<file path="config.mk">
export PLATFORM = sky130hd
export DESIGN_NAME = u_ifu_inst_buffer
export DESIGN_NICKNAME = d
export VERILOG_FILES = /design/src/rtl/u_ifu_inst_buffer_pkg.sv /design/src/rtl/u_ifu_inst_buffer_fifo.sv /design/src/rtl/u_ifu_inst_buffer.sv
export SDC_FILE = /design/constraint.sdc
export NUM_CORES = 1
export LEC_CHECK = 0
export CAP_MARGIN = 15
export CELL_PAD_IN_SITES_DETAIL_PLACEMENT = 0
export CELL_PAD_IN_SITES_GLOBAL_PLACEMENT = 1
export CORE_ASPECT_RATIO = 1.2
export CORE_UTILIZATION = 51
export CTS_CLUSTER_DIAMETER = 120
export DETAILED_ROUTE_END_ITERATION = 10
export PLACE_DENSITY = 0.83
export RECOVER_POWER = 100
export SYNTH_ARGS = -nofsm -noshare
export SYNTH_HDL_FRONTEND = slang
export SYNTH_SLANG_ARGS = --single-unit
</file>
<file path="constraint.sdc">
create_clock -name clk -period 5.54 [get_ports clk]
set_clock_uncertainty 0.2 [all_clocks]
set_input_delay 0.831 -clock clk [delete_from_list [all_inputs] [get_ports clk]]
set_output_delay 0.831 -clock clk [all_outputs]
set_load 0.02 [all_outputs]
</file>
<file path="src/rtl/u_ifu_inst_buffer_pkg.sv">
// Shared IFU widths plus the instruction-buffer entry layout.
// The guarded defines below act as the shared define header for the IFU.
`ifndef PC_WIDTH
`define PC_WIDTH 32
`endif
`ifndef INST_WIDTH
`define INST_WIDTH 32
`endif
`ifndef IFU_BUF_DEPTH
`define IFU_BUF_DEPTH 4
`endif

package u_ifu_inst_buffer_pkg;

  localparam int PC_W    = `PC_WIDTH;
  localparam int INST_W  = `INST_WIDTH;
  localparam int ENTRY_W = PC_W + INST_W + 1;

  // Field order fixes the packed entry as {unalign, pc, inst}.
  typedef struct packed {
    logic              unalign;
    logic [PC_W-1:0]   pc;
    logic [INST_W-1:0] inst;
  } ifu_entry_t;

  function automatic ifu_entry_t make_entry(input logic [PC_W-1:0] pc,
                                            input logic [INST_W-1:0] inst,
                                            input logic unalign);
    ifu_entry_t e;
    e.unalign = unalign;
    e.pc      = pc;
    e.inst    = inst;
    return e;
  endfunction

endpackage

</file>
<file path="src/rtl/u_ifu_inst_buffer_fifo.sv">
// Generic synchronous FIFO with clear; head word is readable in the cycle after its push.
module u_ifu_sync_fifo #(
  parameter int WIDTH = 8,
  parameter int DEPTH = 4
) (
  input  logic                     clk,
  input  logic                     rst_n,
  input  logic                     clear,
  input  logic                     push,
  input  logic                     pop,
  input  logic [WIDTH-1:0]         wr_data,
  output logic [WIDTH-1:0]         rd_data,
  output logic [$clog2(DEPTH):0]   count
);

  localparam int PTR_W = $clog2(DEPTH);
  localparam int CNT_W = PTR_W + 1;

  logic [WIDTH-1:0] mem [DEPTH];
  logic [PTR_W-1:0] rd_ptr;
  logic [PTR_W-1:0] wr_ptr;
  logic             push_ok;
  logic             pop_ok;

  // Guards keep the count pinned within 0..DEPTH regardless of the caller.
  assign push_ok = push && (count != CNT_W'(DEPTH));
  assign pop_ok  = pop && (count != '0);

  always_ff @(posedge clk) begin
    if (!rst_n || clear) begin
      rd_ptr <= '0;
      wr_ptr <= '0;
      count  <= '0;
    end else begin
      if (push_ok) wr_ptr <= wr_ptr + PTR_W'(1);
      if (pop_ok)  rd_ptr <= rd_ptr + PTR_W'(1);
      case ({push_ok, pop_ok})
        2'b10:   count <= count + CNT_W'(1);
        2'b01:   count <= count - CNT_W'(1);
        default: count <= count;
      endcase
    end
  end

  // Storage carries no reset; only pointers and count define validity.
  always_ff @(posedge clk) begin
    if (rst_n && !clear && push_ok) mem[wr_ptr] <= wr_data;
  end

  assign rd_data = mem[rd_ptr];

endmodule

</file>
<file path="src/rtl/u_ifu_inst_buffer.sv">
// Fetch-to-decode instruction buffer: flush/stall gating around a small sync FIFO.
module u_ifu_inst_buffer
  import u_ifu_inst_buffer_pkg::*;
#(
  parameter int DEPTH = `IFU_BUF_DEPTH
) (
  input  logic                    clk,
  input  logic                    rst_n,
  input  logic                    fetch_valid,
  input  logic [`PC_WIDTH-1:0]    fetch_pc,
  input  logic [`INST_WIDTH-1:0]  fetch_inst,
  input  logic                    fetch_unalign,
  input  logic                    bru_flush,
  output logic                    ifu_stall,
  output logic                    dec_valid,
  input  logic                    dec_ready,
  output logic [`PC_WIDTH-1:0]    dec_pc,
  output logic [`INST_WIDTH-1:0]  dec_inst,
  output logic                    dec_unalign,
  output logic [$clog2(DEPTH):0]  buf_count
);

  localparam int CNT_W = $clog2(DEPTH) + 1;

  ifu_entry_t wr_entry;
  ifu_entry_t head_entry;
  logic       push;
  logic       pop;

  // A flush wins over both sides of the handshake in the same cycle.
  assign push = fetch_valid && !ifu_stall && !bru_flush;
  assign pop  = dec_valid && dec_ready && !bru_flush;

  assign ifu_stall = (buf_count == CNT_W'(DEPTH));
  assign dec_valid = (buf_count != '0);

  assign wr_entry = make_entry(fetch_pc, fetch_inst, fetch_unalign);

  u_ifu_sync_fifo #(
    .WIDTH (ENTRY_W),
    .DEPTH (DEPTH)
  ) u_fifo (
    .clk     (clk),
    .rst_n   (rst_n),
    .clear   (bru_flush),
    .push    (push),
    .pop     (pop),
    .wr_data (wr_entry),
    .rd_data (head_entry),
    .count   (buf_count)
  );

  // Stale storage must never leak to decode while the buffer is empty.
  assign dec_pc      = dec_valid ? head_entry.pc      : '0;
  assign dec_inst    = dec_valid ? head_entry.inst    : '0;
  assign dec_unalign = dec_valid ? head_entry.unalign : 1'b0;

endmodule

</file>
==> results.md, run 1 <==
- The run finished, with violations left.
- The final reports fail on max-capacitance violations, max-slew violations.
- The starting density of the core is 52.3%.
- The region available for standard cell placement spans 0.0197 mm2.
- The cell area that synthesis handed to floorplanning was 0.0103 mm2.
- The worst setup path is launched from a flop.
- The largest fanout on the critical path is 47.
- The terminus of the critical flop-to-flop path is u_fifo.mem[0][27].
- Setup violations remaining at the end of the flow were counted as 0.
- The largest area contributor in the netlist is edfxtp_1.
- The most used standard cell by instance count after synthesis is edfxtp_1.
- The combined global-route utilization of all metal layers is around 18%.
- Summing the sequential cell areas from Yosys gives 77.6% of the chip area.
- The die is between 100 and 150 um wide.
- The highest metal layer carrying signal wires in the routed design is met4.
- The worst pin sits at a relative slew slack of -131%.
- The worst hold path passes through 2 cells.
- The number of failing hold endpoints at the final stage is 0.
- The clock net in this run drives a total of between 200 and 300 sinks.
- Summed over all failing endpoints, the final setup total negative slack is 0 ps.
- Yosys mapped the design onto 22 distinct sky130hd cell types.
- Summed over all nets, the half-perimeter wirelength after detailed placement is approximately 10000 um.
- The largest voltage drop on the vdd net is about 240 uV.
- The type of the worst setup path is flop to output port.
- The data required time at the worst endpoint is 4510 ps.
- The type of the most critical hold path is flop to flop.
- The share of the core filled with cells is between 60% and 70%.
- The total routed wire length on the met1 layer is 7260 um.
- The post-synthesis average cell area is between 20 and 25 um2.
- For the pin with the worst max-slew slack, the measured transition is about 3500 ps.
- The share of cells above drive strength 1 is 17.5%.
- The maximum number of buffers from clock root to sink is 3.
- The wire length of the first global-routing pass is ~28000 um.
- In the synthesized netlist the async set-or-reset flop fraction comes to 0%.
- The routed layout has 4822 vias.
- Dividing the detail-routed wire length by the instance count gives slightly above 20 um.
- In this run, the number of DRC markers left after iteration 0 of detailed routing was between 200 and 300.
- The total overflow reported by the global router is 0.
- The register bit total from synthesis is 269.
- The net count of the finished layout is approximately 700.
- Compared with the post-synthesis result, the final layout area differs by 24.6%.
- The number of antenna violations at the first check in global routing was 4.
- The count of pins over their slew limit is between 200 and 300.
- The number of clock buffers added by TritonCTS is 25.
- Setup repair after global routing left no endpoint under its margin.
- The number of synthesized flops with an enable pin is 260.
- For this design the static power due to leakage is 4.27 nW.
- The final critical path time including I/O delays and setup is between 4000 and 5000 ps.
- The count of maximum capacitance violations is 4.
- The count of standard-cell rows is 56.
- Ranked by instance count, the synthesized netlist is headed by 260 x edfxtp_1, 65 x and2_1, 65 x mux4_2, 9 x clkbuf_1, 9 x dfxtp_1.
- The worst register-to-register path has a depth of 3.
- After clock tree synthesis, the flow added hold-fix buffers numbering 0.
- The clock insertion delay at the later pin of the skew report is between 500 and 600 ps.
- The count of nets left with antenna violations once routing finished came out at 0.
- The hold path startpoint is u_fifo.rd_ptr[0].
- In this run the number of H-tree levels came out at 1.
- The placed cell area is 0.0119 mm2.
- The number of buffers added for setup after CTS is 0.
- The worst register-to-register path begins at u_fifo.count[0].
- In the detailed route, the total length drawn on met3 is 813 um.
- The root buffer cell is clkbuf_16.
- The count of warnings emitted by yosys is 0.
- The instance count of the mapped netlist is around 470.
- The number of detailed-routing iterations run before antenna repair is 4.
- For this run, the leading register cell type out of synthesis is edfxtp_1.
- TritonCTS built the clock tree.
- In the detailed route, the total length drawn on met2 is 10000 um.
- Overall power consumption after layout is estimated at approximately 4.3 mW.
- At the end of routability-driven placement, the weighted congestion stood at 0.714.
- The overall die height is about 160 um.
- Power spread over the standard cell area amounts to ~330 mW/mm2.
- The top cell type by area accounts for between 70% and 80% of the synthesized area.
- The total of cells resized after clock tree synthesis is 0.
- The post-synth net total is roughly 540.
- By area the synthesized netlist is led by edfxtp_1 76%, mux4_2 14%, and2_1 4.0%.
- The reg2reg setup slack is 1410 ps.
- The post-detailed-route DRC marker count is 0.
- The area of the die is about 0.021 mm2.
- Clock-pin slew was measured on the worst setup and hold paths at ~60 ps.
- The sort of element at the end of the critical path is an output port.
- The count of input and output buffers is between 100 and 150.
- Based on the critical path, the design can be clocked at up to 0.215 GHz.
- The largest net degree at the start of global routing is 67.
- In this run the count of I/O pins placed on the die edge is 140.
- The area of all placed cells without fillers is between 0.01 and 0.015 mm2.
- Summed over all layers, the routed wires come to roughly 18000 um.
- Of the available clock period, the critical path in the final layout requires between 80% and 90%.
- The critical path arrival is ~3600 ps.
- The ratio of routed vias to standard cells is 5.39.
- The via count of the first global-routing pass is 5164.
[metrics by stage]
stage,cells,hold slack [ps],setup WS [ps]
after floorplan,465,285,2240
after global placement,845,301,1810
after detailed placement,845,310,1780
after CTS,890,337,1230
after global routing,892,379,576
final,895,332,898
[cells in the final DEF, fill, tap and decap left out, types with 2 or more instances in the layout]
| cell | instances |
|---|---|
| edfxtp_1 | 260 |
| dlygate4sd3_1 | 131 |
| mux4_2 | 65 |
| and2_1 | 65 |
| clkbuf_16 | 25 |
| nor2_1 | 8 |
| clkdlybuf4s50_1 | 8 |
| bufinv_16 | 7 |
| clkinv_2 | 7 |
| dfxtp_1 | 7 |
| inv_1 | 6 |
| ha_1 | 5 |
| diode_2 | 4 |
| or3_1 | 4 |
| and3_1 | 4 |
| xor2_1 | 4 |
| a21oi_1 | 3 |
| clkinv_4 | 3 |
| clkbuf_1 | 3 |
| o31ai_1 | 2 |
| o21ai_0 | 2 |
| dfxtp_4 | 2 |
| clkinv_1 | 2 |
[state kept, by name, indices dropped and copies added, names as in the netlist, named ones only]
register,flops
u_fifo.mem,260
u_fifo.count,3
u_fifo.rd_ptr,2
u_fifo.wr_ptr,2
[where the power goes]
| group | internal, mW | switching [mW] | leakage (nW) |
|---|---|---|---|
| clock network | 1.15 | 0.700 | 0.451 |
| registers | 2.25 | 0.00839 | 2.42 |
| logic | 0.0841 | 0.0839 | 1.40 |
[logic make-up after synthesis]
kind of cell / Yosys count / share of synthesized area [%]
DFF: 269 / 77.6
and+or+nand+nor: 85 / 5.01
xor gates and xnor gates: 4 / 0.340
adders and majority gates: 6 / 0.802
buffers and inverters: 28 / 1.54
muxes: 65 / 14.2
AOI/OAI and AO/OA: 8 / 0.474
[how the worst max path moves through the flow]
stage,end,slack [ps],cells after the start
6_report,dec_inst[2],900,4
5_1_grt,dec_inst[4],580,4
4_1_cts,dec_inst[4],1230,4
3_5_place_dp,dec_inst[4],1780,4
3_3_place_gp,dec_inst[30],1810,4
2_1_floorplan,u_fifo.mem[0][0],2240,3
[area by class of cell]
type / instances / area (um2)
flip-flops and latches: 269 / 8000
clock inverters: 19 / 279
diodes: 4 / 10.0
fillers: 1305 / 6860
multi-input cells: 168 / 2150
clock buffers: 26 / 629
inverters: 6 / 22.5
repair buffers: 142 / 1420
well taps: 261 / 327
[worst max-delay path: stages, from the launching register on]
cell and delay [ps]:
dfxtp_4 1000, clkbuf_1 670, mux4_2 590, and2_1 170, dlygate4sd3_1 640
[layer usage]
layer | global-route usage (%) | up-vias
met4 | 5.65 | 0
met5 | 0 | -
met3 | 3.17 | 21
li1 | - | 2185
met1 | 21.3 | 2499
met2 | 33.3 | 117
Note: power is estimated with default switching activity, not from simulation.
==> run 2, diff against run 1 <==
- CORE_UTILIZATION: 51 -> 43
- PLACE_DENSITY: 0.83 -> 0.75
- clock period: 5.54 -> 3.9 ns (I/O delays scaled with it)
==> run 2 against run 1 <==
Compared with the run above:
- the flow still finishes with violations (max-capacitance violations, max-slew violations)
- wire length increased by 2.6%
- sequential share of layout area about the same
- sequential power increased by 42%
- first-iteration DRC count decreased by 17%
- worst hold slack got worse by 1.4 ps
- via count decreased by 0.12%
- global-route usage decreased by 1.9 points
- non-clock buffer count increased by 7
- die area increased by 18%
- critical path type unchanged
- largest cell class unchanged
- largest power group unchanged
==> results.md, run 2 (synthesized netlist as in run 1, its figures left out) <==
- The flow ran to the end, but the final reports show violations.
- The final reports fail on max-capacitance violations, max-slew violations.
- The total overflow reported by the global router is 0 (unchanged).
- Dividing the final minimum period by the clock period gives ~92%.
- The final number of setup-violating endpoints came to 0 (unchanged).
- The count of fill cells added during filler insertion came to 1818 (+39%).
- More flip-flops sit in one register than any other, and that register is u_fifo.mem.
- The HPWL reported at the end of detailed placement is 11400 um (+9.5%).
- The measured slew at the worst slew-check pin came to 1680 ps (-1790 ps).
- The final critical path time including I/O delays and setup is about 3600 ps.
- The final sum of negative setup slack is 0 ps (unchanged).
- The via count of the routed design is 4816 (-0.12%).
- The slowest stage cell on the critical path is dlygate4sd3_1.
- The largest incremental delay on the critical path is 640 ps (-360 ps).
- The cell sitting at the root of the clock tree is a clkbuf_16.
- The worst reg-to-reg path cell count was 4 (+1).
- The number of nets with antenna violations after detailed routing is 0 (unchanged).
- The source of the worst register-to-register timing path is u_fifo.count[0].
- The standby leakage power is 4.23 nW (-0.94%).
- The number of cells traversed by the worst hold path is 2 (unchanged).
- The largest registers in the layout are u_fifo.mem x260, u_fifo.count x3.
- The count of input and output buffers is 139 (unchanged).
- The largest net degree at the start of global routing is 67 (unchanged).
- The starting density of the core came to 44.1% (-8.2 points).
- The count of maximum capacitance violations was 1 (-3).
- The total of cells resized after clock tree synthesis is 0 (unchanged).
- The ratio of routed vias to standard cells is 5.05 (-6.2%).
- The routed wire length per instance is 19.8 um (-3.6%).
- The number of buffers added for setup after CTS was 0 (unchanged).
- The total detailed-routing wirelength was 18900 um (+2.6%).
- The combined global-route utilization of all metal layers is 16.1% (-1.9 points).
- The number of hold-repair buffers added at the cts stage is 0 (unchanged).
- The number of top-level design ports is 140 (unchanged).
- The worst hold path endpoint is u_fifo.wr_ptr[0].
- The layout overhead on the synthesized area came to 24.5% (about the same).
- The data required time at the worst endpoint came to 3120 ps (-1390 ps).
- The flip-flop count of the largest register after layout is 260 (unchanged).
- The hold path startpoint is u_fifo.wr_ptr[0].
- The number of failing hold endpoints at the final stage was 0 (unchanged).
- The headroom to the max-slew limit is -12.1% (+120 points).
- In the layout the commonest cells are 260 x edfxtp_1, 129 x dlygate4sd3_1, 65 x mux4_2, 65 x and2_1, 25 x clkbuf_16.
- The area of all placed cells without fillers was 0.0128 mm2 (about the same).
- The count of pins over their slew limit is 32 (-88%).
- The TritonCTS clock tree is yes.
- The top achievable clock speed is between 0.2 and 0.3 GHz.
- The depth of the CTS H-tree was 1 (unchanged).
- The count of standard-cell rows is 61 (+8.9%).
- The number of nets in the finished design came to 695 (+1.0%).
- STA classifies the critical path endpoint as an output port.
- The number of antenna violations at the first check in global routing is 3 (-1).
- The largest voltage drop on the vdd net came to 420 uV (+76%).
- The width of the die was 143 um (+8.8%).
- STA classifies the critical path startpoint as a flop.
- The clock sink count is 269 (unchanged).
- The cell type group with the largest total delay on the critical path is buffers and inverters.
- The placed cell area was 0.0121 mm2 (+1.5%).
- The weighted congestion at the end of routability-driven global placement is 0.740 (+3.6%).
- The type of the worst setup path is flop to output port.
- The register clock-pin slew on the reported worst setup and hold paths is 60 ps (about the same).
- The largest fanout on the critical path is 41 (-13%).
- The area of the die is 0.0246 mm2 (+18%).
- The final total power is 5.72 mW (+34%).
- The path class of the tightest hold or removal check is flop to flop.
- The core region area is 0.0234 mm2 (+19%).
- The post-detailed-route DRC marker count was 0 (unchanged).
- The total power density per cell area was 446 mW/mm2 (+34%).
- The number of design-rule violations left by the first detailed-router iteration is 235 (-17%).
- The critical path goes through buf_12 > mux4_2 > and2_1 > dlygate4sd3_1.
- The number of clock buffers inserted by TritonCTS is 25 (unchanged).
- The overall die height is 171 um (+8.8%).
- The via count of the first global-routing pass is 5297 (+2.6%).
- The number of buffer and inverter stages on the critical path came to 2 (unchanged).
- The endpoint identified for the worst register-to-register timing path is u_fifo.mem[1][9].
- The number of detailed-routing iterations run before antenna repair is 4 (unchanged).
- The critical path arrival is 2790 ps (-820 ps).
- The maximum number of buffers from clock root to sink is 3 (unchanged).
- Setup repair after global routing left no endpoint under its margin.
- The share of cells above drive strength 1 is 17.0% (-0.43 points).
- The wire length of the first global-routing pass is 29400 um (+5.2%).
- The reg2reg setup slack is 550 ps (-860 ps).
- Leaving out fill and tap cells, the most frequent cell in the layout is edfxtp_1.
- The clock insertion delay at the later pin of the skew report is 510 ps (about the same).
## run 2: cell count changes in the layout (fill, tap and decap cells not counted), moves of 3 or more
cell / before / now
clkinv_2: 7 / 3
clkbuf_1: 3 / 7
bufinv_16: 7 / 2
clkbuf_4: 0 / 3
## run 2: area by class of cell
class,instances,area [um2],area share (%)
clock buffer,31,648,5.06
timing repair buffer,149,1500,11.7
clock inverter,11,108,0.839
antenna,4,10.0,0.0781
inverter,6,22.5,0.176
tap,315,394,3.07
sequential,269,8000,62.4
multi-input combinational,168,2150,16.7
## run 2: metal layers
metal	global-route usage [%]	part of all wire [%]	routed length [um]
met3	3.03	5.0	953
met2	28.0	51	9630
met1	20.9	42	7990
met4	3.79	1.7	312
met5	0	0	0
## run 2: worst max-delay path by stage
stage / endpoint / slack, ps / cells past startpoint
2_1_floorplan: u_fifo.mem[0][0] / 710 / 3
3_3_place_gp: dec_pc[17] / 830 / 3
3_5_place_dp: dec_pc[17] / 750 / 3
4_1_cts: dec_pc[17] / 190 / 3
5_1_grt: dec_pc[10] / 150 / 4
6_report: dec_pc[0] / 320 / 4
## run 2: where the power goes
part           switching [mW]  leakage [nW]  internal (mW)  total, mW
Clock                   0.967         0.370           1.30       2.27
Sequential            0.00840          2.42           3.20       3.21
Combinational           0.124          1.44          0.121      0.245
Total                    1.10          4.23           4.62       5.72
## run 2: worst register-to-register path: cells and delay by family (launching register included)
family	cells	cell delay [ps]
buf+inv	1	610
flops	1	440
simple gates	3	1730
## run 2: stage by stage
stage                     hold slack (ps)  setup slack [ps]  util, %  instances
final                                 330               325     54.9        953
after global routing                  364               146     54.8        949
after CTS                             342               193     55.0        948
after detailed placement              327               748     51.8        906
after global placement                307               831     51.8        906
after floorplan                       285               712        -        465
==> run 3, diff against run 2 <==
- MAX_ROUTING_LAYER: not set -> met4
==> run 3 against run 2 <==
Compared with the run above:
- worst setup slack about the same
- the run still ends with max-capacitance violations, max-slew violations left
- largest power group unchanged
- clock-buffer cell count unchanged
- die area unchanged
==> results.md, run 3 (synthesized netlist as in run 1, its figures left out) <==
- The core region area is 0.0234 mm2 (unchanged).
- The number of clock buffers inserted by TritonCTS is 25 (unchanged).
- The via count of the routed design is 4833 (+0.35%).
- The number of cells traversed by the worst hold path is 2 (unchanged).
- The count of pins over their slew limit is 32 (unchanged).
- The final reports fail on max-capacitance violations, max-slew violations.
- By startpoint and endpoint, the worst setup path is classified as flop to output port.
- The standby leakage power is 4.23 nW (unchanged).
- The register clock-pin slew on the reported worst setup and hold paths is 60 ps (about the same).
- The count of maximum capacitance violations came to 1 (unchanged).
- The worst slack at placement came to 748 ps (unchanged).
- The top achievable clock speed is 0.280 GHz (about the same).
- The largest voltage drop on the vdd net was 419 uV (-0.18%).
- The number of cells on the critical path is 4 (unchanged).
- The headroom to the max-slew limit came to -12.5% (-0.44 points).
- The number of antenna violations at the first check in global routing came to 3 (unchanged).
- The depth of the CTS H-tree is 1 (unchanged).
- The largest net degree at the start of global routing is 67 (unchanged).
- The overall die height is 171 um (unchanged).
- The largest fanout on the critical path came to 41 (unchanged).
- The number of hold-repair buffers added at the cts stage is 0 (unchanged).
- The starting density of the core was 44.1% (unchanged).
- The ratio of routed vias to standard cells is 5.07 (+0.35%).
- The weighted congestion at the end of routability-driven global placement is 0.749 (+1.2%).
- The via count of the first global-routing pass is 5295 (-0.038%).
- The minimum hold slack is 330 ps (-0.558 ps).
- The measured slew at the worst slew-check pin was 1690 ps (+6.65 ps).
- The number of buffers added for setup after CTS was 0 (unchanged).
- The final cycle utilization of the critical path is 91.7% (about the same).
- The critical path arrival is 2790 ps (about the same).
- The placed cell area was 0.0121 mm2 (unchanged).
- The data required time at the worst endpoint is 3120 ps (about the same).
- The final total power is 5.72 mW (about the same).
- The cell type group with the largest total delay on the critical path is buffers and inverters.
- Leaving out fill and tap cells, the most frequent cells in the layout are 260 x edfxtp_1, 129 x dlygate4sd3_1, 65 x mux4_2, 65 x and2_1, 25 x clkbuf_16.
- The clock insertion delay at the later pin of the skew report is 510 ps (about the same).
- The number of nets with antenna violations after detailed routing is 0 (unchanged).
- TritonCTS built the clock tree.
- The worst setup path is launched from a flop.
- The HPWL reported at the end of detailed placement came to 11400 um (unchanged).
- The post-detailed-route DRC marker count is 0 (unchanged).
- The routed wire length per instance was 19.8 um (-0.10%).
- The wire length of the first global-routing pass came to 29400 um (unchanged).
- The combined global-route utilization of all metal layers is 16.6% (+0.49 points).
- The count of input and output buffers is 139 (unchanged).
- The total power density per cell area is 446 mW/mm2 (about the same).
- STA classifies the critical path endpoint as an output port.
- The width of the die is 143 um (unchanged).
- The total overflow reported by the global router was 0 (unchanged).
- The share of cells above drive strength 1 is 17.0% (unchanged).
- The count of fill cells added during filler insertion is 1818 (unchanged).
- The number of design-rule violations left by the first detailed-router iteration is 226 (-3.8%).
- The layout overhead on the synthesized area came to 24.5% (unchanged).
- The final critical path time including I/O delays and setup is 3580 ps (-0.294 ps).
- The number of buffer and inverter stages on the critical path is 2 (unchanged).
- The number of failing hold endpoints at the final stage came to 0 (unchanged).
- The share of the core filled with cells is 54.9% (unchanged).
- The register with the most flip-flops is u_fifo.mem.
- The largest incremental delay on the critical path is 650 ps (about the same).
- The number of nets in the finished design is 695 (unchanged).
- The placed instance count was 906 (unchanged).
- The slowest stage cell on the critical path is dlygate4sd3_1.
- The area of the die was 0.0246 mm2 (unchanged).
- The post-route worst setup slack is 325 ps (+0.294 ps).
- The final sum of negative setup slack is 0 ps (unchanged).
- CTS placed an instance of clkbuf_16 at the clock tree root.
- The post-route non-filler standard cell count is 953 (unchanged).
- Setup repair after global routing left no endpoint under its margin.
- The most common library cell in the layout ignoring fill and taps is edfxtp_1.
- The total detailed-routing wirelength came to 18900 um (-0.10%).
- The type of the most critical hold path is flop to flop.
- The number of top-level design ports came to 140 (unchanged).
- The flow ran to the end, but the final reports show violations.
- The area of all placed cells without fillers is 0.0128 mm2 (unchanged).
- The largest registers in the layout are u_fifo.mem x260, u_fifo.count x3.
- The flip-flop count of the largest register after layout is 260 (unchanged).
- The clock sink count is 269 (unchanged).
- The maximum number of buffers from clock root to sink is 3 (unchanged).
- The worst reg-to-reg path cell count is 4 (unchanged).
- The final number of setup-violating endpoints is 0 (unchanged).
- The total of cells resized after clock tree synthesis is 0 (unchanged).
- The number of detailed-routing iterations run before antenna repair is 4 (unchanged).
- The count of standard-cell rows came to 61 (unchanged).
- The hold path startpoint is u_fifo.wr_ptr[0].
- The critical path goes through buf_12 > mux4_2 > and2_1 > dlygate4sd3_1.
- The startpoint identified for the worst register-to-register timing path is u_fifo.count[0].
## run 3: cell counts in the layout (fill, tap and decap cells not counted)
No cell type changed its count.
## run 3: where the power goes
group	switching [mW]	total, mW	internal [mW]
Sequential	0.00837	3.21	3.20
Combinational	0.123	0.245	0.121
Clock	0.968	2.27	1.30
## run 3: worst paths after layout
| check | slack (ps) | endpoint |
|---|---|---|
| max | 320 | dec_pc[6] |
| min | 330 | u_fifo.wr_ptr[0] |
| max reg2reg | 540 | u_fifo.mem[1][9] |
| min reg2reg | 330 | u_fifo.wr_ptr[0] |
## run 3: layout make-up
| class | count | area (um2) | area share [%] |
|---|---|---|---|
| Sequential cell | 269 | 8000 | 62.4 |
| Timing Repair Buffer | 149 | 1500 | 11.7 |
| Inverter | 6 | 22.5 | 0.176 |
| Antenna cell | 4 | 10.0 | 0.0781 |
| Clock buffer | 31 | 648 | 5.06 |
| Clock inverter | 11 | 108 | 0.839 |
| Multi-Input combinational cell | 168 | 2150 | 16.7 |
| Tap cell | 315 | 394 | 3.07 |
## run 3: layer usage
layer	up-vias	share of wire [%]	global-route usage, %
met4	0	1.6	3.79
met1	2482	43	21.0
met2	123	51	28.0
li1	2203	-	-
met5	-	0	-
met3	25	4.8	2.92
## run 3: tightest hold or removal path: stages (launching register included)
cell	delay, ps
dfxtp_1	340
o21ai_0	80
a21oi_1	60
==> RTL edit, RTL diff (flow settings as in run 3) <==
Change the macro `PC_WIDTH` from 32 to 24.
--- a/src/rtl/u_ifu_inst_buffer_pkg.sv
+++ b/src/rtl/u_ifu_inst_buffer_pkg.sv
@@ -2,5 +2,5 @@
 // The guarded defines below act as the shared define header for the IFU.
 `ifndef PC_WIDTH
-`define PC_WIDTH 32
+`define PC_WIDTH 24
 `endif
 `ifndef INST_WIDTH
Ports: changed (resized dec_pc and fetch_pc); port bits go from 140 to 124. No check against the original RTL was run, so the function may have changed too.
==> RTL edit against run 3 <==
  * The run still ends with capacitance limit, slew limit left
  * Critical endpoint is now dec_inst[6]
  * Die area decreased by 12%
  * Largest power group unchanged
  * Total power decreased by 10%
  * Wire length decreased by 9.9%
  * Final cell count decreased by 12%
  * Worst setup slack improved by 0.072 ns
  * Sequential cell count decreased by 32
  * Sequential share of layout area decreased by 0.41 points
  * Area after synthesis decreased by 12%
  * Cell area decreased by 11%
==> RTL edit: results (changes against run 3) <==
[logic_synthesis]
syn_nets=484  ; -11%
synth_area_leaders=edfxtp_1 (75%), mux4_2 (14%), nor2b_1 (4.0%)
synth_common_cells=edfxtp_1 (228), nor2b_1 (58), mux4_2 (57)
ys_types=24  ; +9.1%
synth_edf_count=228  ; -12%
synthCells=416  ; -11%
netlist_area_sq_um=9090  ; -12%
seq_area_frac_synth=0.773  ; -0.00316
yosys_warnings=0  ; unchanged

[worst_setup_path]
cp_max_fo=57  ; +39%
critical_path.top_delay_family=buffers and inverters
critPathArrivalTime_ns=2.72  ; -0.07 ns
r2r_setup_slack_ns=0.87  ; +0.33 ns
slowest_delay_ns=0.70  ; +0.05 ns

[placement]
numPortBuffers=123  ; -12%
place_congestion=0.688  ; -8.2%
dp_hpwl_um=10100  ; -11%
dpl_worst_slack_ns=1.01  ; +0.260 ns
dp_cells=798  ; -12%

[finish]
final_layout_size_suffix_gt1_frac=0.176  ; +0.00592
nFillCells=1523  ; -16%
top_regs=u_fifo.mem (228), u_fifo.count (3)
nets=626  ; -9.9%
final_cells=840  ; -12%

[drt]
vias_per_cell=5.18  ; +2.1%
drt_iter0_markers=267  ; +18%
post_drt_wl_per_cell_um=20.2  ; +2.2%

[grt]
grt_pass1_wl_um=26200  ; -11%
antenna_found_initial=2  ; -1
grt_max_degree=58  ; -13%
first_global_vias=4675  ; -12%
track_usage=0.167  ; +0.00107

[clocking]
clock_latency_ns=0.49  ; -0.02 ns
cts_buffers=23  ; -8.0%
cts_setup_buffers=0  ; unchanged

[run_status]
status=finished with violations
violations=capacitance limit, slew limit

[min_path]
min_from=u_fifo.rd_ptr[1]$_SDFFE_PP0P_
hold_class=register to register

[sta]
tightest_slew_ns=1.87  ; +0.183 ns
slew_violations=176  ; +450%

[flow_run]
maxCapViolations=6  ; +5

[power]
vdd_ir_drop_max_uv=296  ; -29%
power.leakage_nw=3.69  ; -13%

RTL edit: changes by cell type after synthesis, moves of 8 or more:
cell / run 3 / this run
and2_1: 65 / 0
mux4_2: 65 / 57
edfxtp_1: 260 / 228
nor2b_1: 1 / 58
RTL edit: cell families (layout without fill, tap and decap cells):
kind of cell    Yosys count  after routing  share of synthesized area
compound gates            9              9                    0.00550
flops                   237            237                      0.773
xor+xnor                  3              3                    0.00289
other cells               0              2                          0
buf+inv                  26            183                     0.0156
simple gates             78             78                     0.0528
fa+ha+maj                 6              6                    0.00908
mux                      57             57                      0.141
RTL edit: through the flow:
step	hold WS, ns	util	cell area (sq um)
after CTS	0.291	0.556	11400
after global placement	0.273	0.522	10700
final	0.282	0.554	11300
after detailed placement	0.281	0.522	10700
after global routing	0.312	0.554	11300
after floorplan	0.259	-	9090
RTL edit: path summary, 6_finish.rpt:
kind	end	depth (start not counted)
setup / recovery	dec_inst[6]	4
hold / removal	register	2
setup reg to reg	u_fifo.mem[2][4]$_DFFE_PP_	4
hold reg to reg	register	2
RTL edit: metal layers:
metal / vias to the layer above / part of all wire / track usage / wire length [um]
li1: 1970 / - / - / -
met1: 2260 / 0.40 / 0.204 / 6840
met2: 103 / 0.53 / 0.286 / 9070
met3: 18 / 0.052 / 0.0298 / 884
met4: 0 / 0.012 / 0.0419 / 211
met5: - / 0 / - / 0
RTL edit: layout make-up:
| type | instances | area share |
|---|---|---|
| Sequential cell | 237 | 0.620 |
| Multi-Input combinational cell | 153 | 0.169 |
| Timing Repair Buffer | 136 | 0.117 |
| Clock buffer | 26 | 0.0517 |
| Tap cell | 265 | 0.0292 |
| Clock inverter | 14 | 0.0110 |
| Inverter | 7 | 0.00232 |
| Antenna cell | 2 | 0.000441 |
RTL edit: tightest hold or removal path, stage by stage, from the launching register on:
cell	delay [ns]
dfxtp_1	0.30
o21ai_0	0.06
a21oi_1	0.07
RTL edit: where the power goes:
group / total (mW) / internal [mW] / switching, mW
Clock: 2.08 / 1.21 / 0.869
Combinational: 0.223 / 0.107 / 0.115
Sequential: 2.82 / 2.82 / 0.00699
